**src/rtl/mm_pkg.sv**
```systemverilog
// Shared types for the MinMax tracker stream driver: FSM states, sample FIFO entry, tracker init values.
// No logic beyond two small unsigned compare helpers used by the shadow tracker.
package mm_pkg;
    localparam int MM_W = 4;
    localparam logic [MM_W-1:0] MM_MIN_INIT = {MM_W{1'b1}};
    localparam logic [MM_W-1:0] MM_MAX_INIT = '0;

    typedef enum logic [2:0] {
        IDLE,
        CLEAR,
        FEED,
        RD_MIN,
        CAP_MIN,
        CAP_MAX,
        RESP
    } mm_state_t;

    typedef struct packed {
        logic            last;
        logic [MM_W-1:0] data;
    } mm_entry_t;

    function automatic logic [MM_W-1:0] mm_umin(input logic [MM_W-1:0] a, input logic [MM_W-1:0] b);
        return (a < b) ? a : b;
    endfunction

    function automatic logic [MM_W-1:0] mm_umax(input logic [MM_W-1:0] a, input logic [MM_W-1:0] b);
        return (a > b) ? a : b;
    endfunction
endpackage

```
**src/rtl/mm_sample_fifo.sv**
```systemverilog
// Synchronous sample FIFO with occupancy count; read data is the head entry (zero-cycle read).
// Backpressure: o_wr_rdy = !full; a write on a full FIFO is taken only together with a read.
module mm_sample_fifo
    import mm_pkg::*;
#(
    parameter int DEPTH = 4
) (
    input  logic      i_clock,
    input  logic      i_reset_n,
    input  logic      i_wr_vld,
    input  mm_entry_t i_wr_dat,
    output logic      o_wr_rdy,
    input  logic      i_rd_en,
    output logic      o_rd_vld,
    output mm_entry_t o_rd_dat
);
    localparam int AW = (DEPTH > 1) ? $clog2(DEPTH) : 1;
    localparam int CW = $clog2(DEPTH + 1);

    mm_entry_t        r_mem [DEPTH];
    logic [AW-1:0]    r_wr_ptr;
    logic [AW-1:0]    r_rd_ptr;
    logic [CW-1:0]    r_count;
    logic             w_full;
    logic             w_empty;
    logic             w_wr;
    logic             w_rd;

    assign w_full   = (r_count == CW'(DEPTH));
    assign w_empty  = (r_count == '0);
    assign w_rd     = i_rd_en & ~w_empty;
    assign w_wr     = i_wr_vld & (~w_full | w_rd);
    assign o_wr_rdy = ~w_full;
    assign o_rd_vld = ~w_empty;
    assign o_rd_dat = r_mem[r_rd_ptr];

    always_ff @(posedge i_clock) begin
        if (w_wr) begin
            r_mem[r_wr_ptr] <= i_wr_dat;
        end
    end

    // DEPTH is a power of two, so pointer overflow is the modulo wrap.
    always_ff @(posedge i_clock or negedge i_reset_n) begin
        if (!i_reset_n) begin
            r_wr_ptr <= '0;
            r_rd_ptr <= '0;
            r_count  <= '0;
        end else begin
            if (w_wr) begin
                r_wr_ptr <= r_wr_ptr + AW'(1);
            end
            if (w_rd) begin
                r_rd_ptr <= r_rd_ptr + AW'(1);
            end
            case ({w_wr, w_rd})
                2'b10:   r_count <= r_count + CW'(1);
                2'b01:   r_count <= r_count - CW'(1);
                default: r_count <= r_count;
            endcase
        end
    end
endmodule

```
**src/rtl/mm_stream_driver.sv**
```systemverilog
// Buffers host samples, clears the MinMax tracker, streams a burst into it, reads min/max back and checks them
// against a local shadow. Result is valid N+5 cycles after the first write; result held until res_ready.
module mm_stream_driver
    import mm_pkg::*;
#(
    parameter int DEPTH = 4,
    parameter int W     = MM_W
) (
    input  logic         clock,
    input  logic         reset_n,
    input  logic         in_valid,
    output logic         in_ready,
    input  logic [W-1:0] in_data,
    input  logic         in_last,
    output logic         mm_clr,
    output logic         mm_ld,
    output logic [W-1:0] mm_data,
    output logic         mm_sel,
    input  logic [W-1:0] mm_q,
    output logic         res_valid,
    input  logic         res_ready,
    output logic [W-1:0] res_min,
    output logic [W-1:0] res_max,
    output logic         res_err,
    output logic         busy
);
    mm_state_t    r_state;
    mm_state_t    w_next;
    logic [W-1:0] r_sh_min;
    logic [W-1:0] r_sh_max;
    logic [W-1:0] r_res_min;
    logic [W-1:0] r_res_max;
    logic         r_res_err;
    logic         r_res_valid;

    logic         w_wr;
    mm_entry_t    w_wr_dat;
    logic         w_rd_vld;
    mm_entry_t    w_rd_dat;
    logic         w_pop;
    logic         w_clr;
    logic         w_ld;
    logic         w_sel;
    logic [W-1:0] w_data;

    assign w_wr     = in_valid & in_ready;
    assign w_wr_dat = '{last: in_last, data: in_data};

    mm_sample_fifo #(
        .DEPTH (DEPTH)
    ) u_fifo (
        .i_clock   (clock),
        .i_reset_n (reset_n),
        .i_wr_vld  (w_wr),
        .i_wr_dat  (w_wr_dat),
        .o_wr_rdy  (in_ready),
        .i_rd_en   (w_pop),
        .o_rd_vld  (w_rd_vld),
        .o_rd_dat  (w_rd_dat)
    );

    always_ff @(posedge clock or negedge reset_n) begin
        if (!reset_n) begin
            r_state <= IDLE;
        end else begin
            r_state <= w_next;
        end
    end

    // mm_q is registered in the tracker, so each capture uses the select driven one state earlier.
    always_comb begin
        w_next = r_state;
        w_clr  = 1'b0;
        w_ld   = 1'b0;
        w_sel  = 1'b0;
        w_pop  = 1'b0;
        w_data = '0;
        case (r_state)
            IDLE: begin
                if (w_rd_vld) begin
                    w_next = CLEAR;
                end
            end
            CLEAR: begin
                w_clr  = 1'b1;
                w_next = FEED;
            end
            FEED: begin
                if (w_rd_vld) begin
                    w_pop  = 1'b1;
                    w_ld   = 1'b1;
                    w_data = w_rd_dat.data;
                    if (w_rd_dat.last) begin
                        w_next = RD_MIN;
                    end
                end
            end
            RD_MIN: begin
                w_next = CAP_MIN;
            end
            CAP_MIN: begin
                w_sel  = 1'b1;
                w_next = CAP_MAX;
            end
            CAP_MAX: begin
                w_sel  = 1'b1;
                w_next = RESP;
            end
            RESP: begin
                if (r_res_valid && res_ready) begin
                    w_next = IDLE;
                end
            end
            default: begin
                w_next = IDLE;
            end
        endcase
    end

    always_ff @(posedge clock or negedge reset_n) begin
        if (!reset_n) begin
            r_sh_min    <= MM_MIN_INIT;
            r_sh_max    <= MM_MAX_INIT;
            r_res_min   <= '0;
            r_res_max   <= '0;
            r_res_err   <= 1'b0;
            r_res_valid <= 1'b0;
        end else begin
            if (w_clr) begin
                r_sh_min <= MM_MIN_INIT;
                r_sh_max <= MM_MAX_INIT;
            end else if (w_ld) begin
                r_sh_min <= mm_umin(r_sh_min, w_data);
                r_sh_max <= mm_umax(r_sh_max, w_data);
            end
            if (r_state == CAP_MIN) begin
                r_res_min <= mm_q;
            end
            if (r_state == CAP_MAX) begin
                r_res_max   <= mm_q;
                r_res_err   <= (r_res_min != r_sh_min) | (mm_q != r_sh_max);
                r_res_valid <= 1'b1;
            end else if (r_state == RESP && res_ready) begin
                r_res_valid <= 1'b0;
            end
        end
    end

    assign mm_clr    = w_clr;
    assign mm_ld     = w_ld;
    assign mm_data   = w_data;
    assign mm_sel    = w_sel;
    assign res_valid = r_res_valid;
    assign res_min   = r_res_min;
    assign res_max   = r_res_max;
    assign res_err   = r_res_err;
    assign busy      = (r_state != IDLE);
endmodule

```
**config.mk**
```make
export PLATFORM = sky130hd
export DESIGN_NAME = mm_stream_driver
export DESIGN_NICKNAME = d
export VERILOG_FILES = /design/src/rtl/mm_pkg.sv /design/src/rtl/mm_sample_fifo.sv /design/src/rtl/mm_stream_driver.sv
export SDC_FILE = /design/constraint.sdc
export NUM_CORES = 1
export LEC_CHECK = 0
export CELL_PAD_IN_SITES_DETAIL_PLACEMENT = 0
export CELL_PAD_IN_SITES_GLOBAL_PLACEMENT = 1
export CORE_MARGIN = 1.5
export CORE_UTILIZATION = 40
export CTS_CLUSTER_DIAMETER = 80
export DETAILED_ROUTE_END_ITERATION = 10
export PLACE_DENSITY = 0.79
export SYNTH_ARGS = -nofsm -noshare
export SYNTH_HDL_FRONTEND = slang
export SYNTH_HIERARCHICAL = 1
export SYNTH_SLANG_ARGS = --single-unit
```
**constraint.sdc**
```tcl
create_clock -name clock -period 2.7 [get_ports clock]
set_clock_uncertainty 0.05 [all_clocks]
set_input_delay 0.54 -clock clock [delete_from_list [all_inputs] [get_ports clock]]
set_output_delay 0.54 -clock clock [all_outputs]
set_load 0.02 [all_outputs]
```
==> impl_metrics.csv <==
group,metric,value,unit
critical_path,endpoint_kind,"flip-flop",
hold_path,hold_path.class,"flip-flop to flip-flop",
logic_synthesis,ys_seq_area_frac,0.554,
logic_synthesis,yosysTopAreaCell,"dfrtp_1",
pwr,netSwitchingPower,1.32,mW
logic_synthesis,synth-async-reset-ratio,0.583,
timing,final-setup-viol-count,0,
grt,gr-total-overflow,0,
floorplan,start_util,0.421,
critical_path,arrival,2.66,ns
routing,via_per_inst,5.01,
floorplan,ios,32,
cts,cts_tree,"built",
grt,busiest_layer,"met2",
logic_synthesis,synth.distinct_cells,48,
cells_and_area,diodes,0,
timing,period_needed,2.52,ns
critical_path,worst_path_largest_cell_delay,0.58,ns
critical_path,critPathSlowestCell,"mux4_2",
logic_synthesis,synth_warnings,6,
logic_synthesis,synth_top_cell_area_share,0.255,
logic_synthesis,synth_seq_cells,48,
logic_synthesis,synth_ff_type,"dfrtp_1",
place,placed_cell_area,0.00277,mm2
critical_path,startpoint_type,"flip-flop",
run,max_cap_viol_count,0,
routing,wl_per_cell,15.1,um
logic_synthesis,synth_area,0.00236,mm2
floorplan,dieArea,0.00637,mm2
routing,antenna_left,0,
timing,rsz0062_at_grt,"no",
grt,grt_max_degree,29,
cells_and_area,drive_gt1_frac,0.218,
pwr,power_frac_seq,0.355,
timing,drv_slew,0,
routing,vias,1442,
timing,worstMarginPinSlew,0.367,ns
grt,met2_usage,0.246,
cells_and_area,area_growth,23.1,%
pwr,combPwrFrac,0.499,
critical_path,crit_type,"flip-flop to flip-flop",
pwr,clockPowerShare,0.146,
cts,cts_hold_buf,0,
routing,firstDrtPassIters,4,
critical_path,crit_chain,"mux4_2 -> and2_1 -> ha_1 -> nand4_1 -> and3_1 -> a21o_1 -> a22o_1",
floorplan,die_x,79.8,um
cts,clk_latency,0.30,ns
cts,cts_buffers,5,
cells_and_area,final_common_cell,"clkdlybuf4s50_1",
pwr,design_power_total,3.55,mW
critical_path,path_max_fanout,7,
grt,grt_pass1_vias,1499,
timing,relSlewSlack,0.754,
floorplan,die_y,79.8,um
cts,cts_sinks,48,
cts,htreeDepth,2,
place,io_buffers,31,
floorplan,num_rows,27,
timing,timing.fmax,397,MHz
logic_synthesis,syn-num-nets,201,
grt,grt_pass1_wl,7000,um
cts,post_cts_buffers,0,
routing,drt_iter0_markers,45,
pwr,vdd_drop_max,0.000506,V
timing,period_share,0.932,
cells_and_area,final_area,0.00290,mm2
pwr,netSwitchingFraction,0.371,
routing,drcViolationCount,0,
pwr,p_per_area,1220,mW/mm2
pwr,p_int,2.23,mW
critical_path,required,2.84,ns
grt,antenna_found_initial,0,
cts,clkTransAtPathRegs,0.09,ns
cts,cts.path.max_buffers,2,
pwr,power_leakage,1.17,nW
outcome,outcome,"completed",
routing,drt_wl_total,4340,um
grt,met1_usage,0.183,
logic_synthesis,synthTopCellsByArea,"dfrtp_1, edfxtp_1, ha_1, mux4_2, dfstp_2",
place,gp_congestion,0.765,
grt,grt_usage,0.147,
critical_path,timing.critical_path.buf_inv,0,
cells_and_area,final_cell_mix,"clkdlybuf4s50_1, dfrtp_1, edfxtp_1",
timing,hold_viol,0,
grt,grt_util_met3,0.0320,
cts,clockRootBuffer,"clkbuf_8",
logic_synthesis,synth-edff-count,20,
logic_synthesis,synth.avg_cell_area,13.5,um2
cells_and_area,final_nets,241,
floorplan,core,0.00561,mm2
place,dp_hpwl,3190,um
logic_synthesis,postSynthCellCount,175,
critical_path,path_delay_family,"multiplexers",
[metrics by stage]
step | setup WS (ns) | cells | utilization | hold WS (ns) | TNS (ns)
after floorplan | 0.0650 | 175 | - | 0.194 | 0
after global placement | 0.0567 | 279 | 0.495 | 0.412 | 0
after detailed placement | -0.0108 | 279 | 0.495 | 0.425 | -0.0285
after CTS | 0.0132 | 287 | 0.514 | 0.444 | 0
after global routing | 0.0649 | 288 | 0.518 | 0.456 | 0
final | 0.182 | 288 | 0.518 | 0.437 | 0
[worst reg2reg max path, cell delays in order (launching register included)]
cell and delay, ns:
dfrtp_2 0.50, mux4_2 0.58, and2_1 0.19, ha_1 0.30
nand4_1 0.12, and3_1 0.20, a21o_1 0.22, a22o_1 0.24
[layer usage]
| metal | vias up | part of all wire |
|---|---|---|
| met5 | - | 0 |
| li1 | 718 | - |
| met1 | 689 | 0.48 |
| met2 | 28 | 0.47 |
| met3 | 7 | 0.034 |
| met4 | 0 | 0.016 |
[kinds of logic (layout without fill, tap and decap cells)]
| logic type | Yosys count | after routing | share of synthesized area |
|---|---|---|---|
| compound gates | 30 | 30 | 0.0939 |
| xor+xnor | 14 | 14 | 0.0520 |
| mux | 15 | 15 | 0.0966 |
| simple gates | 36 | 37 | 0.0950 |
| flops | 48 | 48 | 0.554 |
| fa+ha+maj | 13 | 13 | 0.0721 |
| buf+inv | 19 | 59 | 0.0366 |
[flip-flops by register name (all words and copies together) (netlist names), 2 cells and up]
signal and cells:
u_fifo/r_mem 20, r_sh_max 4, r_sh_min 4, res_max 4
res_min 4, r_state 3, u_fifo/r_count 3, u_fifo/r_rd_ptr 2
u_fifo/r_wr_ptr 2
[Yosys cell counts (2+ instances only)]
cell type   n
a21oi_1     6
a22o_1      4
and2_1      2
and2_2      4
buf_2       3
dfrtp_1    24
dfstp_2     4
edfxtp_1   20
ha_1       12
inv_1      13
mux2_2      8
mux4_2      5
nand2_1    10
nand4_1     3
nor2_1      5
o21ai_0     5
o22a_1      4
xnor2_1    11
xor2_1      3
[layout make-up]
type                       count  area [um2]
clock inverter                 3        42.5
clock buffer                   5        68.8
sequential                    48        1310
timing repair buffer          38         358
multi-input combinational    109         988
inverter                      13        48.8
tap                           72        90.1
fill                         505        2700
[path summary, 6_finish.rpt]
kind                                     from           to  slack, ns  cells past startpoint
min in group asynchronous             reset_n   res_max[0]       0.57                      2
hold / removal                        res_err      res_err       0.44                      2
setup / recovery           u_fifo/r_rd_ptr[0]  r_sh_max[1]       0.18                      7
max in group asynchronous             reset_n  r_sh_min[0]       1.72                      2
setup reg to reg           u_fifo/r_rd_ptr[0]  r_sh_max[1]       0.18                      7
hold reg to reg                       res_err      res_err       0.44                      2
[power groups by stage]
stage / Combinational, mW / Sequential [mW] / Clock [mW]
after floorplan: 1.18 / 1.29 / 0
after global placement: 1.74 / 1.26 / 0
after detailed placement: 1.77 / 1.27 / 0
after CTS: 1.76 / 1.26 / 0.532
after global routing: 1.94 / 1.30 / 0.558
final: 1.77 / 1.26 / 0.517
[repair_timing]
item | 4_1_cts | 5_1_grt
pin swaps | 0 | 1
cloned | 0 | 1
endpoints found under the setup margin | 10 | 9
resized for setup | 5 | 5
Power figures use the tool's default switching activity.
